--- config.mk ---
export PLATFORM = sky130hd
export DESIGN_NAME = vga_pattern_gen
export DESIGN_NICKNAME = d
export VERILOG_FILES = /design/src/rtl/vga_pattern_gen.sv
export SDC_FILE = /design/constraint.sdc
export NUM_CORES = 1
export LEC_CHECK = 0
export CAP_MARGIN = 0
export CORE_ASPECT_RATIO = 0.75
export CORE_MARGIN = 2
export CORE_UTILIZATION = 45
export DETAILED_ROUTE_END_ITERATION = 10
export GPL_TIMING_DRIVEN = 0
export PLACE_DENSITY = 0.66
export SYNTH_ARGS = -nofsm -noshare
export SYNTH_HDL_FRONTEND = slang
export SYNTH_SLANG_ARGS = --single-unit
--- constraint.sdc ---
create_clock -name clk -period 12.9 [get_ports clk]
set_input_delay 2.58 -clock clk [delete_from_list [all_inputs] [get_ports clk]]
set_output_delay 2.58 -clock clk [all_outputs]
set_load 0.005 [all_outputs]
--- src/rtl/vga_pattern_gen.sv ---
// vga_pattern_gen: registered VGA test patterns (gradient, bars, checker, bouncing box).
// Define PATTERN_SCROLL_EN to scroll bars/checker left one pixel per frame.
module vga_pattern_gen #(
   parameter int BPC        = 2,
   parameter int H_ACTIVE   = 640,
   parameter int V_ACTIVE   = 480,
   parameter int CHECK_LOG2 = 5,
   parameter int BOX_SIZE   = 32,
   parameter bit SYNC_POL   = 1'b0
) (
   input  logic           clk,
   input  logic           reset,
   input  logic           px_en,
   input  logic [9:0]     x_px,
   input  logic [9:0]     y_px,
   input  logic           active_in,
   input  logic           hsync_in,
   input  logic           vsync_in,
   input  logic           mode_next,
   output logic [BPC-1:0] r,
   output logic [BPC-1:0] g,
   output logic [BPC-1:0] b,
   output logic           hsync,
   output logic           vsync,
   output logic [1:0]     mode
);
   localparam logic [BPC-1:0] FS = '1;
   localparam int XL = H_ACTIVE - BOX_SIZE;
   localparam int YL = V_ACTIVE - BOX_SIZE;
   logic [9:0] x1, y1, xs, box_x, box_y;
   logic act1, hs1, vs1, val1, vs_prev, pending, dir_x, dir_y, fs_evt, in_box, chk;
   logic [7:0] frame_cnt;
   logic [2:0] bar;
   logic [BPC-1:0] gx, gy, gxy, fr, cr, cg, cb;
   assign fs_evt = px_en && (vsync_in == SYNC_POL) && (vs_prev != SYNC_POL);
`ifdef PATTERN_SCROLL_EN
   logic [9:0] scroll;
   logic [10:0] xsum;
   assign xsum = {1'b0, x1} + {1'b0, scroll};
   assign xs = (xsum >= 11'(H_ACTIVE)) ? 10'(xsum - 11'(H_ACTIVE)) : xsum[9:0];
   always_ff @(posedge clk)
      if (reset)
         scroll <= '0;
      else if (fs_evt)
         scroll <= (scroll == 10'(H_ACTIVE - 1)) ? '0 : scroll + 10'd1;
`else
   assign xs = x1;
`endif
   // Thresholds are constants per k; the loops unroll into comparator banks.
   always_comb begin
      gx = '0;
      gy = '0;
      gxy = '0;
      bar = '0;
      for (int k = 1; k < 2**BPC; k++) begin
         if (int'(x1) > k * H_ACTIVE / (2**BPC)) gx = gx + BPC'(1);
         if (int'(y1) > k * V_ACTIVE / (2**BPC)) gy = gy + BPC'(1);
         if (int'(x1) + int'(y1) > k * (H_ACTIVE + V_ACTIVE) / (2**BPC)) gxy = gxy + BPC'(1);
      end
      for (int k = 1; k < 8; k++)
         if (int'(xs) >= k * (H_ACTIVE / 8)) bar = bar + 3'd1;
   end
   assign in_box = ({1'b0, x1} >= {1'b0, box_x}) && ({1'b0, x1} < {1'b0, box_x} + 11'(BOX_SIZE)) &&
                   ({1'b0, y1} >= {1'b0, box_y}) && ({1'b0, y1} < {1'b0, box_y} + 11'(BOX_SIZE));
   assign chk = xs[CHECK_LOG2] ^ y1[CHECK_LOG2];
   assign fr = frame_cnt[7 -: BPC];
   always_comb begin
      cr = (mode == 2'd0) ? gy  : (mode == 2'd1) ? {BPC{bar[2]}} : (mode == 2'd2) ? {BPC{chk}} : in_box ? fr  : BPC'(1);
      cg = (mode == 2'd0) ? gx  : (mode == 2'd1) ? {BPC{bar[1]}} : (mode == 2'd2) ? {BPC{chk}} : in_box ? FS  : BPC'(1);
      cb = (mode == 2'd0) ? gxy : (mode == 2'd1) ? {BPC{bar[0]}} : (mode == 2'd2) ? {BPC{chk}} : in_box ? ~fr : BPC'(1);
   end
   always_ff @(posedge clk)
      if (reset) begin
         x1 <= '0;
         y1 <= '0;
         act1 <= 1'b0;
         hs1 <= !SYNC_POL;
         vs1 <= !SYNC_POL;
         val1 <= 1'b0;
         vs_prev <= !SYNC_POL;
         r <= '0;
         g <= '0;
         b <= '0;
         hsync <= !SYNC_POL;
         vsync <= !SYNC_POL;
         mode <= '0;
         pending <= 1'b0;
         frame_cnt <= '0;
         box_x <= '0;
         box_y <= '0;
         dir_x <= 1'b1;
         dir_y <= 1'b1;
      end else begin
         if (px_en) begin
            x1 <= x_px;
            y1 <= y_px;
            act1 <= active_in;
            hs1 <= hsync_in;
            vs1 <= vsync_in;
            val1 <= 1'b1;
            vs_prev <= vsync_in;
            r <= (val1 && act1) ? cr : '0;
            g <= (val1 && act1) ? cg : '0;
            b <= (val1 && act1) ? cb : '0;
            hsync <= hs1;
            vsync <= vs1;
         end
         // A request landing on the frame-start clock is honoured immediately.
         if (fs_evt) begin
            frame_cnt <= frame_cnt + 8'd1;
            if (pending || mode_next) mode <= mode + 2'd1;
            pending <= 1'b0;
            if (dir_x && box_x == 10'(XL)) begin
               dir_x <= 1'b0;
               box_x <= box_x - 10'd1;
            end else if (!dir_x && box_x == '0) begin
               dir_x <= 1'b1;
               box_x <= box_x + 10'd1;
            end else
               box_x <= dir_x ? box_x + 10'd1 : box_x - 10'd1;
            if (dir_y && box_y == 10'(YL)) begin
               dir_y <= 1'b0;
               box_y <= box_y - 10'd1;
            end else if (!dir_y && box_y == '0) begin
               dir_y <= 1'b1;
               box_y <= box_y + 10'd1;
            end else
               box_y <= dir_y ? box_y + 10'd1 : box_y - 10'd1;
         end else if (mode_next)
            pending <= 1'b1;
      end
endmodule

# Yosys cells after proc, flatten, opt, wreduce, memory -nomap -nowiden
# Cells that the tools add are included.
dict set report word_totals {
  regBits 65
  input_bits 27
  wordCells 129
}
dict set report classes {
  n_addsub 21
  magnitude_cmp 20
  n_eq_ne 4
  muxes 41
  n_bitwise 3
  n_reduce_logical 22
}
# operator n
set ops {}
lappend ops {{$mux W10} 6}
lappend ops {{$mux W2} 21}
lappend ops {{$gt A32 B10 Y1 const B} 1}
lappend ops {{$gt A32 B11 Y1 const B} 1}
lappend ops {{$ge A10 B9 Y1 const B} 3}
lappend ops {{$gt A10 B9 Y1 const B} 3}
lappend ops {{$add A10 B6 Y11 const B} 2}
lappend ops {{$lt A10 B11 Y1} 2}
lappend ops {{$add A10 B1 Y10 const B} 2}
lappend ops {{$ge A10 B10 Y1} 2}
lappend ops {{$ge A10 B8 Y1 const B} 2}
lappend ops {{$gt A10 B8 Y1 const B} 2}
lappend ops {{$logic_not A10 Y1} 2}
lappend ops {{$sub A10 B1 Y10 const B} 2}
lappend ops {{$add A3 B1 Y3 const B} 6}
lappend ops {{$mux W3} 6}
lappend ops {{$add A2 B1 Y2 const B} 6}
lappend ops {{$add A10 B10 Y11} 1}
lappend ops {{$gt A11 B10 Y1 const B} 1}
lappend ops {{$eq A10 B10 Y1 const B} 1}
lappend ops {{$eq A10 B9 Y1 const B} 1}
lappend ops {{$ge A10 B10 Y1 const B} 1}
lappend ops {{$ge A10 B7 Y1 const B} 1}
lappend ops {{$gt A10 B7 Y1 const B} 1}
lappend ops {{other kinds (15)} 35}

# Logic depth before layout (Yosys ltp)
dict set report logic_depth {
  ltp_word 17
  depth_mapped 20
}

# Least setup slack after synthesis
# OpenSTA, ideal clock, no wires.
dict set report synth_timing {
  kind {flip-flop to flip-flop}
  from {register x1[8]}
  to {register r[1]}
  setup_ns 0.075
  arrival_time_ns 4.063
  required_time_ns 12.825
  path_slack_ns 8.762
  path_stages_with_launch 20
  path_buffers 2
  synth_period_minus_slack_ns 4.138
  cell_sequence {dfxtp_1 buf_2 nor2_1 nand3b_1 ha_1 clkbuf_1 o211ai_1 o311ai_1 a311oi_1 inv_1 ha_1 mux2_2 ha_1 mux2_2 ha_1 nand2_1 xnor2_1 xnor2_1 a2111o_1 o22ai_1}
}
dict set report synth_between {
  elab_chain_cells 17
}
# item line
set synth_rtl {}
lappend synth_rtl {{start: declaration} 30} ;# logic [9:0] x1, y1, xs, box_x, box_y;
lappend synth_rtl {{start signal: assignment} 95} ;# x1 <= x_px;
lappend synth_rtl {{$ge A10 B7 Y1} 61} ;# if (int'(xs) >= k * (H_ACTIVE / 8)) bar = bar + 3'd1;
lappend synth_rtl {{$mux W1} 61}
lappend synth_rtl {{$add A3 B1 Y3} 61}
lappend synth_rtl {{$mux W3} 61}
lappend synth_rtl {{$add A3 B1 Y3} 61}
lappend synth_rtl {{$mux W3} 61}
lappend synth_rtl {{$add A3 B1 Y3} 61}
lappend synth_rtl {{$mux W3} 61}
lappend synth_rtl {{$add A3 B1 Y3} 61}
lappend synth_rtl {{$mux W3} 61}
lappend synth_rtl {{$add A3 B1 Y3} 61}
lappend synth_rtl {{$mux W3} 61}
lappend synth_rtl {{$add A3 B1 Y3} 61}
lappend synth_rtl {{$mux W3} 61}
lappend synth_rtl {{$mux W2 (*) (2 in a row)} 68} ;# cr = (mode == 2'd0) ? gy : (mode == 2'd1) ? {BPC{bar[2]}} : (mode == 2'd2) ? {BPC{chk}} : in_box ? fr : BPC'(1 ...
lappend synth_rtl {{$mux W2 (*)} 102} ;# r <= (val1 && act1) ? cr : '0;
lappend synth_rtl {{end signal: assignment} 102}
lappend synth_rtl {{end: declaration} 20} ;# output logic [BPC-1:0] r,
# Mark *: on every way between the ends. The rest lies on a longest branch, timed or not.
# A chain may end at the register's enable or synchronous reset.

# Worst setup path in the final report
dict set report layout_timing {
  from {register x1[6]}
  to {register r[1]}
}
# The elaborated chain is that of the path after synthesis.

==> results.json <==
{
  "startpoint": "x1[6]",
  "worst_pin_slew_ns": 0.920,
  "syn_inst": 652,
  "end_kind": "register",
  "grt_max_degree": 11,
  "initial_utilization_pct": 46.9,
  "fin_ws_ns": 8.09,
  "clock_power_share_pct": 41.3,
  "fin_crit_sh_pct": 37.3,
  "ys.flop_type": "dfxtp_1",
  "dr.pass1.iters": 5,
  "p_int_mw": 0.435,
  "drtAntennaViolNets": 0,
  "min_from": "b[0]",
  "drt_iter0_drc": 356,
  "overflow": 0,
  "place_hpwl_um": 10800,
  "worstPathRequired_ns": 13.15,
  "crit_path_frequent_cell": "ha_1",
  "switching_share_pct": 28.3,
  "synth.avg_cell_area_um2": 7.99,
  "p_per_area_mw_per_mm2": 100,
  "synth_edf_count": 0,
  "ys_warn_count": 0,
  "area_growth_pct": 16.0,
  "gp_congestion": 0.884,
  "combPwrFrac_pct": 22.6,
  "ys_ff_latch": 65,
  "ioPinCount": 37,
  "routedLengthMet1_um": 6820,
  "rsz0062_at_grt": "false",
  "antenna_cells": 0,
  "syn_nets": 744,
  "regToRegStartpoint": "x1[6]",
  "routed.top_layer": "met4",
  "crit_arrival_ns": 5.06,
  "path_max_fanout": 10,
  "cp_cell_sequence": "buf_2 -> o21ai_0 -> nand3b_1 -> ha_1 -> clkbuf_1 -> o211ai_1 -> o311ai_1 -> a311oi_1 -> inv_1 -> ha_1 -> mux2_2 -> ha_1 -> mux2_2 -> ha_1 -> nand2_1 -> xnor2_1 -> xnor2_1 -> a2111o_1 -> o22ai_1",
  "min_path_type": "register to register",
  "synth_async_sr_flop_share_pct": 0,
  "synth_area_leader_cell": "dfxtp_1",
  "finalPower_mw": 0.607,
  "clkTransAtPathRegs_ns": 0.05,
  "wl_met3_um": 871,
  "yosys.cell_count.top_type": "nor2_1",
  "cts_resized": 0,
  "numCtsBuffers": 9,
  "path_delay_family": "compound AO/OA/AOI/OAI gates",
  "finClkSkew_ns": 0.00435,
  "placementRows": 33,
  "leakagePower_nw": 2.46,
  "cts_tree": "built",
  "dieArea_mm2": 0.0125,
  "root_buffer": "clkbuf_16",
  "start_kind": "register",
  "synth_cell_type_count": 72,
  "max_freq_mhz": 208,
  "nFillCells": 1021,
  "finalSetupViolCount": 0,
  "synth_top_area_share_pct": 25.0,
  "maxCapViolations": 0,
  "drt_wl_total_um": 13800,
  "gr-usage-all-layers_pct": 22.9,
  "portBuffers": 35,
  "post_cts_buffers": 0,
  "hold_viol": 0,
  "crit_buf_inv": 3,
  "vias": 4824,
  "avgViaCountPerCell": 5.72,
  "netlist_area_mm2": 0.00521,
  "ir_drop_mv": 0.0715,
  "yosysSeqAreaShare_pct": 25.0,
  "timing.critical_path.slowest_cell_delay_ns": 0.62,
  "post_drt_wl_per_cell_um": 16.4,
  "die-height_um": 97.2,
  "cts_hold_buf": 0,
  "die_w_um": 128,
  "synth.area.top_cells": "dfxtp_1 (25%), ha_1 (15%), xnor2_1 (6.6%), nor2_1 (5.8%), mux2i_1 (4.6%)",
  "core-area_mm2": 0.0111,
  "slew_headroom_pct": 38.7,
  "layout-drive-gt1-share_pct": 6.69,
  "grt_pass1_vias": 4530,
  "switching_power_mw": 0.172,
  "drc": 0,
  "cts-htree-levels": 3,
  "antenna_found_initial": 0,
  "cts_sinks": 65,
  "period_minus_slack_ns": 4.81,
  "seqPwrFrac_pct": 36.1,
  "totalNegativeSetupSlack_ns": 0,
  "grt_pass1_wl_um": 22900,
  "outcome": "finished clean",
  "nets": 790,
  "synth_commonest_cells": "nor2_1 (80), dfxtp_1 (65), ha_1 (64)",
  "clock_latency_ns": 0.33,
  "final-max-slew-violation-count": 0,
  "dpl_worst_slack_ns": 8.05,
  "dr_wl_met2_um": 5860,
  "critical_path_class": "register to register",
  "clockBufferDepth": 2,
  "cp_slowest_cell": "a311oi_1"
}
## layer usage
metal  vias up  track usage, %
met2       158            33.7
met5         -               0
li1       2406               -
met4         0            7.10
met1      2232            33.5
met3        28            4.30
## area by class of cell
class / count / area, um2 / share of cell area (%)
Multi-Input combinational cell: 512 / 3610 / 59.7
Sequential cell: 65 / 1300 / 21.5
Timing Repair Buffer: 35 / 350 / 5.79
Clock buffer: 14 / 274 / 4.53
Inverter: 48 / 180 / 2.98
Tap cell: 140 / 175 / 2.90
Buffer: 27 / 119 / 1.97
Clock inverter: 2 / 35.0 / 0.579
## cell usage in the layout, fill, tap and decap left out, types with 3 or more instances in the layout
cell             netlist  routed
ha_1                  64      64
nor4_1                 9       9
or2_2                  6       6
nand3_1               23      23
o21ai_0               28      28
and2_1                 3       3
a21o_1                 9       9
dfxtp_1               65      65
clkdlybuf4s50_1        0      35
and4_1                 4       4
o211ai_1               4       4
buf_2                  8       8
a21boi_0               3       3
inv_1                 48      48
and3_1                 5       5
a211o_1                4       4
clkbuf_8               0       3
xor2_1                 7       7
mux2i_1               24      24
or3_4                  3       3
nor3_1                20      20
nand2_1               44      44
o21ai_1                3       3
o22ai_1                3       3
a31oi_1                9       9
nand4_1                7       7
or3_1                  3       3
clkbuf_1              16      18
xnor2_1               39      39
a211oi_1               7       7
a21oi_1               30      30
clkbuf_16              0       9
nor2_1                80      80
nand2b_1              10      10
nor2b_1                7       7
o21a_1                 5       5
a2111oi_0              3       3
## stage by stage
stage	hold slack (ns)	area (um2)	cells	utilization, %
after global routing	0.495	6050	843	54.4
after CTS	0.480	6050	843	54.4
after detailed placement	0.467	5740	827	51.7
after global placement	0.454	5740	827	51.7
final	0.475	6050	843	54.4
after floorplan	0.435	5210	652	-
## power groups by stage
stage / registers, mW / clock network [mW] / logic [mW]
after floorplan: 0.218 / 0 / 0.0997
after global placement: 0.223 / 0 / 0.131
after detailed placement: 0.223 / 0 / 0.135
after CTS: 0.219 / 0.256 / 0.136
after global routing: 0.220 / 0.265 / 0.156
final: 0.219 / 0.251 / 0.137
## flip-flops by register name (all words and copies together), names as in the netlist, 2 cells and up
| signal | cells |
|---|---|
| box_x | 10 |
| box_y | 10 |
| x1 | 10 |
| y1 | 10 |
| frame_cnt | 8 |
| b | 2 |
| g | 2 |
| mode | 2 |
| r | 2 |
## final timing paths
path          end  slack, ns  cells after the start
min reg2reg  b[0]       0.48                      1
max          r[1]       8.09                     19
max reg2reg  r[1]       8.09                     19
min          b[0]       0.48                      1
## worst register-to-register path: stages, from the launching register on
cell      delay, ns
dfxtp_1        0.52
buf_2          0.28
o21ai_0        0.14
nand3b_1       0.14
ha_1           0.23
clkbuf_1       0.19
o211ai_1       0.13
o311ai_1       0.13
a311oi_1       0.62
inv_1          0.10
ha_1           0.31
mux2_2         0.27
ha_1           0.26
mux2_2         0.28
ha_1           0.18
nand2_1        0.07
xnor2_1        0.13
xnor2_1        0.13
a2111o_1       0.44
o22ai_1        0.18
## cell families after synthesis
logic type | Yosys count | share of synthesized area [%]
muxes | 26 | 5.04
adders and majority gates | 65 | 15.8
buffers and inverters | 75 | 5.74
DFF | 65 | 25.0
xor gates and xnor gates | 46 | 7.73
and+or+nand+nor | 237 | 22.7
AOI/OAI and AO/OA | 138 | 18.1
No activity file was read; power rests on OpenSTA's default activity.
